<file path="src/rtl/prv_trap_sequencer.sv">
// prv_trap_sequencer
// ------------------
// Machine-mode trap / MRET sequencer. Captures one event at a time from the
// pipeline (exception, MRET or an eligible interrupt), writes mepc, mcause,
// mbadaddr and mstatus over a fixed sequence of cycles, then offers a
// redirect PC to fetch with a valid/ready handshake. The mip mirror runs
// continuously and is independent of the sequence.
//
// Ports
//   CLK, RST                     clock; synchronous active-high reset
//   exc_valid/code/epc/badaddr   exception report (held until exc_ack)
//   exc_badaddr_valid            exc_badaddr is meaningful
//   mret_valid                   MRET committed (held until exc_ack)
//   exc_ack                      one-cycle pulse when an event is captured
//   int_epc                      PC saved when an interrupt is taken
//   ext_int/soft_int/timer_int   level interrupt sources
//   mip/mie/mstatus/mtvec/mepc   CSR read-back values
//   *_rup / *_next               CSR write strobes and write data
//   busy                         sequencer not idle; fetch stalls
//   redirect_valid/pc/ready      redirect handshake towards fetch
module prv_trap_sequencer #(
  parameter int XLEN = 32
) (
  input  logic            CLK,
  input  logic            RST,
  input  logic            exc_valid,
  input  logic [3:0]      exc_code,
  input  logic [XLEN-1:0] exc_epc,
  input  logic [XLEN-1:0] exc_badaddr,
  input  logic            exc_badaddr_valid,
  input  logic            mret_valid,
  output logic            exc_ack,
  input  logic [XLEN-1:0] int_epc,
  input  logic            ext_int,
  input  logic            soft_int,
  input  logic            timer_int,
  input  logic [XLEN-1:0] mip,
  input  logic [XLEN-1:0] mie,
  input  logic [XLEN-1:0] mstatus,
  input  logic [XLEN-1:0] mtvec,
  input  logic [XLEN-1:0] mepc,
  output logic            mip_rup,
  output logic            mepc_rup,
  output logic            mcause_rup,
  output logic            mbadaddr_rup,
  output logic            mstatus_rup,
  output logic [XLEN-1:0] mip_next,
  output logic [XLEN-1:0] mepc_next,
  output logic [XLEN-1:0] mcause_next,
  output logic [XLEN-1:0] mbadaddr_next,
  output logic [XLEN-1:0] mstatus_next,
  output logic            busy,
  output logic            redirect_valid,
  output logic [XLEN-1:0] redirect_pc,
  input  logic            redirect_ready
);

  typedef enum logic [2:0] {
    IDLE,
    SAVE,
    STATUS,
    RET,
    REDIRECT
  } state_e;

  state_e          state_q, state_d;
  logic [XLEN-1:0] cause_q, cause_d;
  logic [XLEN-1:0] epc_q, epc_d;
  logic [XLEN-1:0] badaddr_q, badaddr_d;
  logic            bad_valid_q, bad_valid_d;
  logic [XLEN-1:0] target_q, target_d;

  // Interrupt eligibility; the fixed order below gives ext > soft > timer.
  logic       int_ext, int_soft, int_timer, int_any;
  logic [4:0] int_code;
  logic [XLEN-1:0] mip_mirror;

  assign int_ext   = mstatus[3] & mie[11] & ext_int;
  assign int_soft  = mstatus[3] & mie[3]  & soft_int;
  assign int_timer = mstatus[3] & mie[7]  & timer_int;
  assign int_any   = int_ext | int_soft | int_timer;
  assign int_code  = int_ext ? 5'd11 : (int_soft ? 5'd3 : 5'd7);

  always_comb begin
    mip_mirror     = mip;
    mip_mirror[11] = ext_int;
    mip_mirror[3]  = soft_int;
    mip_mirror[7]  = timer_int;
  end

  // While RST is high the mirror is silenced along with every other strobe.
  assign mip_rup  = !RST && (mip_mirror != mip);
  assign mip_next = mip_rup ? mip_mirror : '0;

  assign busy           = (state_q != IDLE);
  assign redirect_valid = (state_q == REDIRECT);
  assign redirect_pc    = target_q;

  always_comb begin
    // NOTE: every signal written here gets a default first so no path can
    // leave one unassigned and infer a latch.
    state_d       = state_q;
    cause_d       = cause_q;
    epc_d         = epc_q;
    badaddr_d     = badaddr_q;
    bad_valid_d   = bad_valid_q;
    target_d      = target_q;
    exc_ack       = 1'b0;
    mepc_rup      = 1'b0;
    mcause_rup    = 1'b0;
    mbadaddr_rup  = 1'b0;
    mstatus_rup   = 1'b0;
    mepc_next     = '0;
    mcause_next   = '0;
    mbadaddr_next = '0;
    mstatus_next  = '0;

    unique case (state_q)
      IDLE: begin
        if (exc_valid) begin
          exc_ack     = 1'b1;
          cause_d     = {28'b0, exc_code};
          epc_d       = exc_epc;
          bad_valid_d = exc_badaddr_valid;
          badaddr_d   = exc_badaddr_valid ? exc_badaddr : '0;
          state_d     = SAVE;
        end else if (mret_valid) begin
          exc_ack = 1'b1;
          state_d = RET;
        end else if (int_any) begin
          exc_ack     = 1'b1;
          cause_d     = {1'b1, 26'b0, int_code};
          epc_d       = int_epc;
          bad_valid_d = 1'b0;
          badaddr_d   = '0;
          state_d     = SAVE;
        end
      end
      SAVE: begin
        mepc_rup    = 1'b1;
        mepc_next   = {epc_q[XLEN-1:2], 2'b00};
        mcause_rup  = 1'b1;
        mcause_next = cause_q;
        if (bad_valid_q) begin
          mbadaddr_rup  = 1'b1;
          mbadaddr_next = badaddr_q;
        end
        state_d = STATUS;
      end
      STATUS: begin
        // Trap entry: MPIE <= MIE, MIE <= 0.
        mstatus_rup     = 1'b1;
        mstatus_next    = mstatus;
        mstatus_next[7] = mstatus[3];
        mstatus_next[3] = 1'b0;
        target_d        = {mtvec[XLEN-1:2], 2'b00};
        state_d         = REDIRECT;
      end
      RET: begin
        // Trap return: MIE <= MPIE, MPIE <= 1.
        mstatus_rup     = 1'b1;
        mstatus_next    = mstatus;
        mstatus_next[3] = mstatus[7];
        mstatus_next[7] = 1'b1;
        target_d        = mepc;
        state_d         = REDIRECT;
      end
      REDIRECT: begin
        if (redirect_ready) state_d = IDLE;
      end
      default: state_d = IDLE;
    endcase

    // A reset cycle aborts the sequence: nothing may reach the CSR file.
    if (RST) begin
      exc_ack       = 1'b0;
      mepc_rup      = 1'b0;
      mcause_rup    = 1'b0;
      mbadaddr_rup  = 1'b0;
      mstatus_rup   = 1'b0;
      mepc_next     = '0;
      mcause_next   = '0;
      mbadaddr_next = '0;
      mstatus_next  = '0;
    end
  end

  // NOTE: state is updated with non-blocking assignments so every flop samples
  // the pre-edge values, independent of statement order.
  always_ff @(posedge CLK) begin
    if (RST) begin
      state_q     <= IDLE;
      cause_q     <= '0;
      epc_q       <= '0;
      badaddr_q   <= '0;
      bad_valid_q <= 1'b0;
      target_q    <= '0;
    end else begin
      state_q     <= state_d;
      cause_q     <= cause_d;
      epc_q       <= epc_d;
      badaddr_q   <= badaddr_d;
      bad_valid_q <= bad_valid_d;
      target_q    <= target_d;
    end
  end

endmodule

</file>
<file path="config.mk">
export PLATFORM = sky130hd
export DESIGN_NAME = prv_trap_sequencer
export DESIGN_NICKNAME = d
export VERILOG_FILES = /design/src/rtl/prv_trap_sequencer.sv
export SDC_FILE = /design/constraint.sdc
export NUM_CORES = 1
export LEC_CHECK = 0
export BUFFER_PORTS_ARGS = -buffer_cell sky130_fd_sc_hd__buf_2
export CAP_MARGIN = 20
export CORE_AREA = 2 2 183 185
export DETAILED_ROUTE_END_ITERATION = 7
export DIE_AREA = 0 0 185 187
export GPL_TIMING_DRIVEN = 0
export SLEW_MARGIN = 20
export SYNTH_ARGS = -nofsm -noshare
export SYNTH_HDL_FRONTEND = slang
export SYNTH_SLANG_ARGS = --single-unit
</file>
<file path="constraint.sdc">
create_clock -name CLK -period 2.2 [get_ports CLK]
set_input_delay 0.44 -clock CLK [delete_from_list [all_inputs] [get_ports CLK]]
set_output_delay 0.44 -clock CLK [all_outputs]
set_load 0.005 [all_outputs]
</file>
== Word level (Yosys, flattened, before mapping) ==
Cells that the tools add are included.
Cells by class
  reduce and logical (&&, ||, !) cells: 9
  equality and inequality tests: 8
  multiplexer cells: 43
  bitwise logic cells: 8
Operators by type and width (count)
  two-way mux 32 bit: 19
  one-hot mux 32 bit (2 select lines): 2
  two-way mux 1 bit: 15
  two-way mux 3 bit: 5
  one-hot mux 3 bit (4 select lines): 1
  bitwise AND 1 bit: 6
  equality test 3 x 2 -> 1 bit, second input constant: 2
  two-way mux 4 bit: 1
  != test 4 bit, second input constant: 1
  nonzero test 2 bit: 2
  equality test 3 x 1 -> 1 bit, second input constant: 1
  equality test 3 bit, second input constant: 1
  zero test 3 bit: 1
  != test 3 bit: 1
  AND reduction 3 bit: 1
  nonzero test 3 bit: 1
  != test 2 x 1 -> 1 bit, second input constant: 1
  != test 2 bit, second input constant: 1
  OR 1 bit: 2
  AND reduction 2 bit: 1
  OR reduction 2 bit: 1
  logical AND 1 bit: 1
  zero test 1 bit: 1
Word-level totals
  output and inout bits: 200
  input bits: 269
  logic and storage cells: 74
  register bits: 132

== Depth between registers and ports, before layout ==
  depth in word-level cells: 9
  depth in mapped cells: 7

== Worst setup path after synthesis ==
OpenSTA, ideal clock, no wires.
  path kind: input-to-output
  start: in RST
  end: out mepc_next[12]
  data required time: 1.760 ns
  cell stages on the path: 5
  data arrival time: 1.602 ns
  setup slack: 0.158 ns
  cells stage by stage: clkbuf_1 > nor4b_2 > clkbuf_1 > clkbuf_1 > and2_1
Between the ends
  word-level cells in the longest chain between the ends: 1
RTL lines
  from (decl): RTL line 25  | input logic RST,
  two-way mux 32 bit: RTL line 175  | if (RST) begin
  to (decl): RTL line 48  | output logic [XLEN-1:0] mepc_next,
No other way between the ends.

== Worst setup path in the final report ==
  start: reg state_q[2]
  end: out mepc_next[23]
Between the ends
  word-level cells in the longest chain between the ends: 3
RTL lines
  from (decl): RTL line 66  | state_e state_q, state_d;
  from (signal assigned): RTL line 199  | state_q <= state_d;
  equality test 3 x 1 -> 1 bit: RTL line 118  | unique case (state_q)
  two-way mux 32 bit: RTL line 118
  two-way mux 32 bit: RTL line 175
No other way between the ends.

==> impl_metrics.yaml <==
power:
  finalPower_mw: 5.28
  power.density_nw_per_um2: 604
  leakage_nw: 4.66
  ir_worst_vdd_uv: 294
sta:
  rsz0062_at_grt: "yes"
  hold_viol: 0
  hold_ws_ns: 0.287
  min_period_over_period_pct: 97.7
  clock_skew_ns: 0.0160
  setup_viol: 0
  tightest_slew_ns: 0.689
  timing.final.max_slew_violations: 0
  max_clock_freq_ghz: 0.465
  setup_slack_ns: 0.0506
  tns_ns: 0
  slew_headroom_pct: 54.1
  fin_crit_ns: 2.15
drt:
  route.vias.total: 6124
  viasPerCell: 4.03
  wl_per_cell_um: 15.8
  drt.antenna.violating_nets: 0
  detail_route.wirelength_mm: 24.0
  route.detailed.drc: 0
  first_iter_violations: 178
  drtPass1Iterations: 4
global_routing:
  grt_first_pass_wirelength_mm: 34.3
  grt.overflow.total: 0
  grt_pass1_vias: 5982
  grt_max_degree: 19
  grt_util_all_layers_pct: 13.3
  antenna_found_initial: 5
floorplanning:
  die-height_um: 187
  rows: 67
  initial_utilization_pct: 16.8
  die_area_um2: 34600
  die_x_um: 185
  core_area_um2: 32900
  ios: 469
yosys:
  netlist_instances: 620
  ys_seq_area_share_pct: 37.3
  yosys_warnings: 0
  ys_seq_elements: 103
  synth_area_um2: 5540
  synth-edff-count: 0
  avgSynthCellArea_um2: 8.93
  async_flop_share_pct: 0
  synth_cell_types: 37
  ys.flop_type: "dfxtp_1"
min_path:
  worstHoldPathType: "in2reg"
layout:
  fillers: 3633
  synthToLayoutAreaGrowth_pct: 57.8
  nNetsFinal: 1334
  finish.instance_area_um2: 8740
  drive_above_1_share_pct: 49.1
place:
  placed_area_um2: 8220
  pre_cts_slack_ns: -0.974
  io_buffers: 403
  hpwl_mm: 19.5
  gp_congestion: 0.815
clock_network:
  cts_tree: "done"
  cts.sinks: 103
  path_clk_slew_ns: 0.09
  cts_buffers: 9
  clk_latency_ns: 0.36
  root_buffer: "clkbuf_16"
  cts.path.max_buffers: 2
  htree_levels: 3
run_status:
  status: "complete, no violations"
critical_path:
  worst-setup-path-type: "reg2out"
  cp-end-kind: "output port"
  worstPathRequired_ns: 1.76
  cp_data_arrival_time_ns: 1.71
  worst_setup_path_start_kind: "register"
  cp_max_fo: 11
job:
  maxCapViolCount: 0
-- cells by family after synthesis --
family,count (synthesis),share of synthesized area [%]
flip-flops,103,37.3
multiplexers,92,17.3
AND/OR/NAND/NOR,243,23.4
buffers and inverters,98,9.29
XOR/XNOR,3,0.475
AO/OA/AOI/OAI,80,12.2
other,1,0.0677
-- through the flow --
stage | cells | utilization (%)
after floorplan | 648 | -
after CTS | 1518 | 26.5
after detailed placement | 1499 | 25.0
after global routing | 1518 | 26.6
final | 1520 | 26.6
after global placement | 1499 | 25.0
-- flip-flops by register name (all words and copies together) (netlist names) --
signal,cells
state_q,3
redirect_pc,32
bad_valid_q,1
badaddr_q,32
epc_q,30
cause_q,5
-- area by class of cell --
| cell class | count | area [um^2] | share of cell area [%] |
|---|---|---|---|
| Inverter | 7 | 26.3 | 0.301 |
| Timing Repair Buffer | 408 | 2070 | 23.7 |
| Antenna cell | 2 | 5.00 | 0.0573 |
| Buffer | 89 | 577 | 6.60 |
| Tap cell | 448 | 561 | 6.42 |
| Clock inverter | 5 | 67.6 | 0.773 |
| Multi-Input combinational cell | 447 | 3110 | 35.5 |
| Clock buffer | 11 | 253 | 2.89 |
| Sequential cell | 103 | 2070 | 23.7 |
-- worst max-delay path: stages (launching register included) --
cell and delay (ns):
dfxtp_4 0.39, nor4b_4 0.31, buf_6 0.19, clkbuf_8 0.19, and2_1 0.14, buf_2 0.13
-- Yosys cell counts (all sizes together), types with 6 or more instances --
cell / count / area (um^2)
nor2: 32 / 120
mux2: 31 / 349
a32o: 32 / 320
a21oi: 6 / 30.0
and3: 64 / 400
nand2: 65 / 244
dfxtp: 103 / 2060
and2: 68 / 425
clkbuf: 39 / 146
a211oi: 31 / 233
inv: 7 / 26.3
buf: 52 / 342
mux2i: 61 / 611
-- final timing paths --
check / slack [ns] / cells after the start / start / to
max reg2reg: 0.23 / 5 / state_q[1] / badaddr_q[7]
max: 0.05 / 5 / state_q[2] / mepc_next[23]
min: 0.29 / 2 / exc_badaddr[27] / badaddr_q[27]
min reg2reg: 0.46 / 2 / epc_q[6] / epc_q[6]
-- layout by cell type (no fill, tap or decap), types with 2 or more instances in the layout --
cell / count
buf_4: 34
mux2_2: 31
buf_6: 7
a21oi_1: 6
nor2_1: 32
a221oi_1: 2
buf_1: 9
and2_4: 3
inv_6: 3
and2_1: 65
clkbuf_1: 24
nand2_1: 65
a211oi_1: 31
nand2b_1: 4
buf_2: 410
xnor2_1: 3
o31a_1: 2
clkbuf_8: 8
a32o_1: 32
mux2i_1: 61
buf_8: 2
conb_1: 29
dfxtp_1: 100
diode_2: 2
clkbuf_2: 5
inv_1: 6
clkbuf_16: 9
nand3_1: 2
dfxtp_4: 2
and3_1: 63
-- routing by layer --
layer  share of wire [%]  GRT usage (%)
met4                 1.5           3.02
met1                  42           15.9
met2                  49           23.7
met5                0.11              0
met3                 8.0           3.25
-- report_power, final --
part / total (mW) / internal, mW / switching (mW) / leakage [nW]
Clock: 1.81 / 0.970 / 0.843 / 0.159
Combinational: 1.35 / 0.656 / 0.690 / 3.66
Sequential: 2.12 / 2.03 / 0.0869 / 0.844
Total: 5.28 / 3.66 / 1.62 / 4.66
-- timing repair --
item	4_1_cts	5_1_grt
endpoints found under the setup margin	178	65
gates resized for setup	44	8
setup buffers	4	1
hold buffers	0	0
Note: power is estimated with default switching activity, not from simulation.
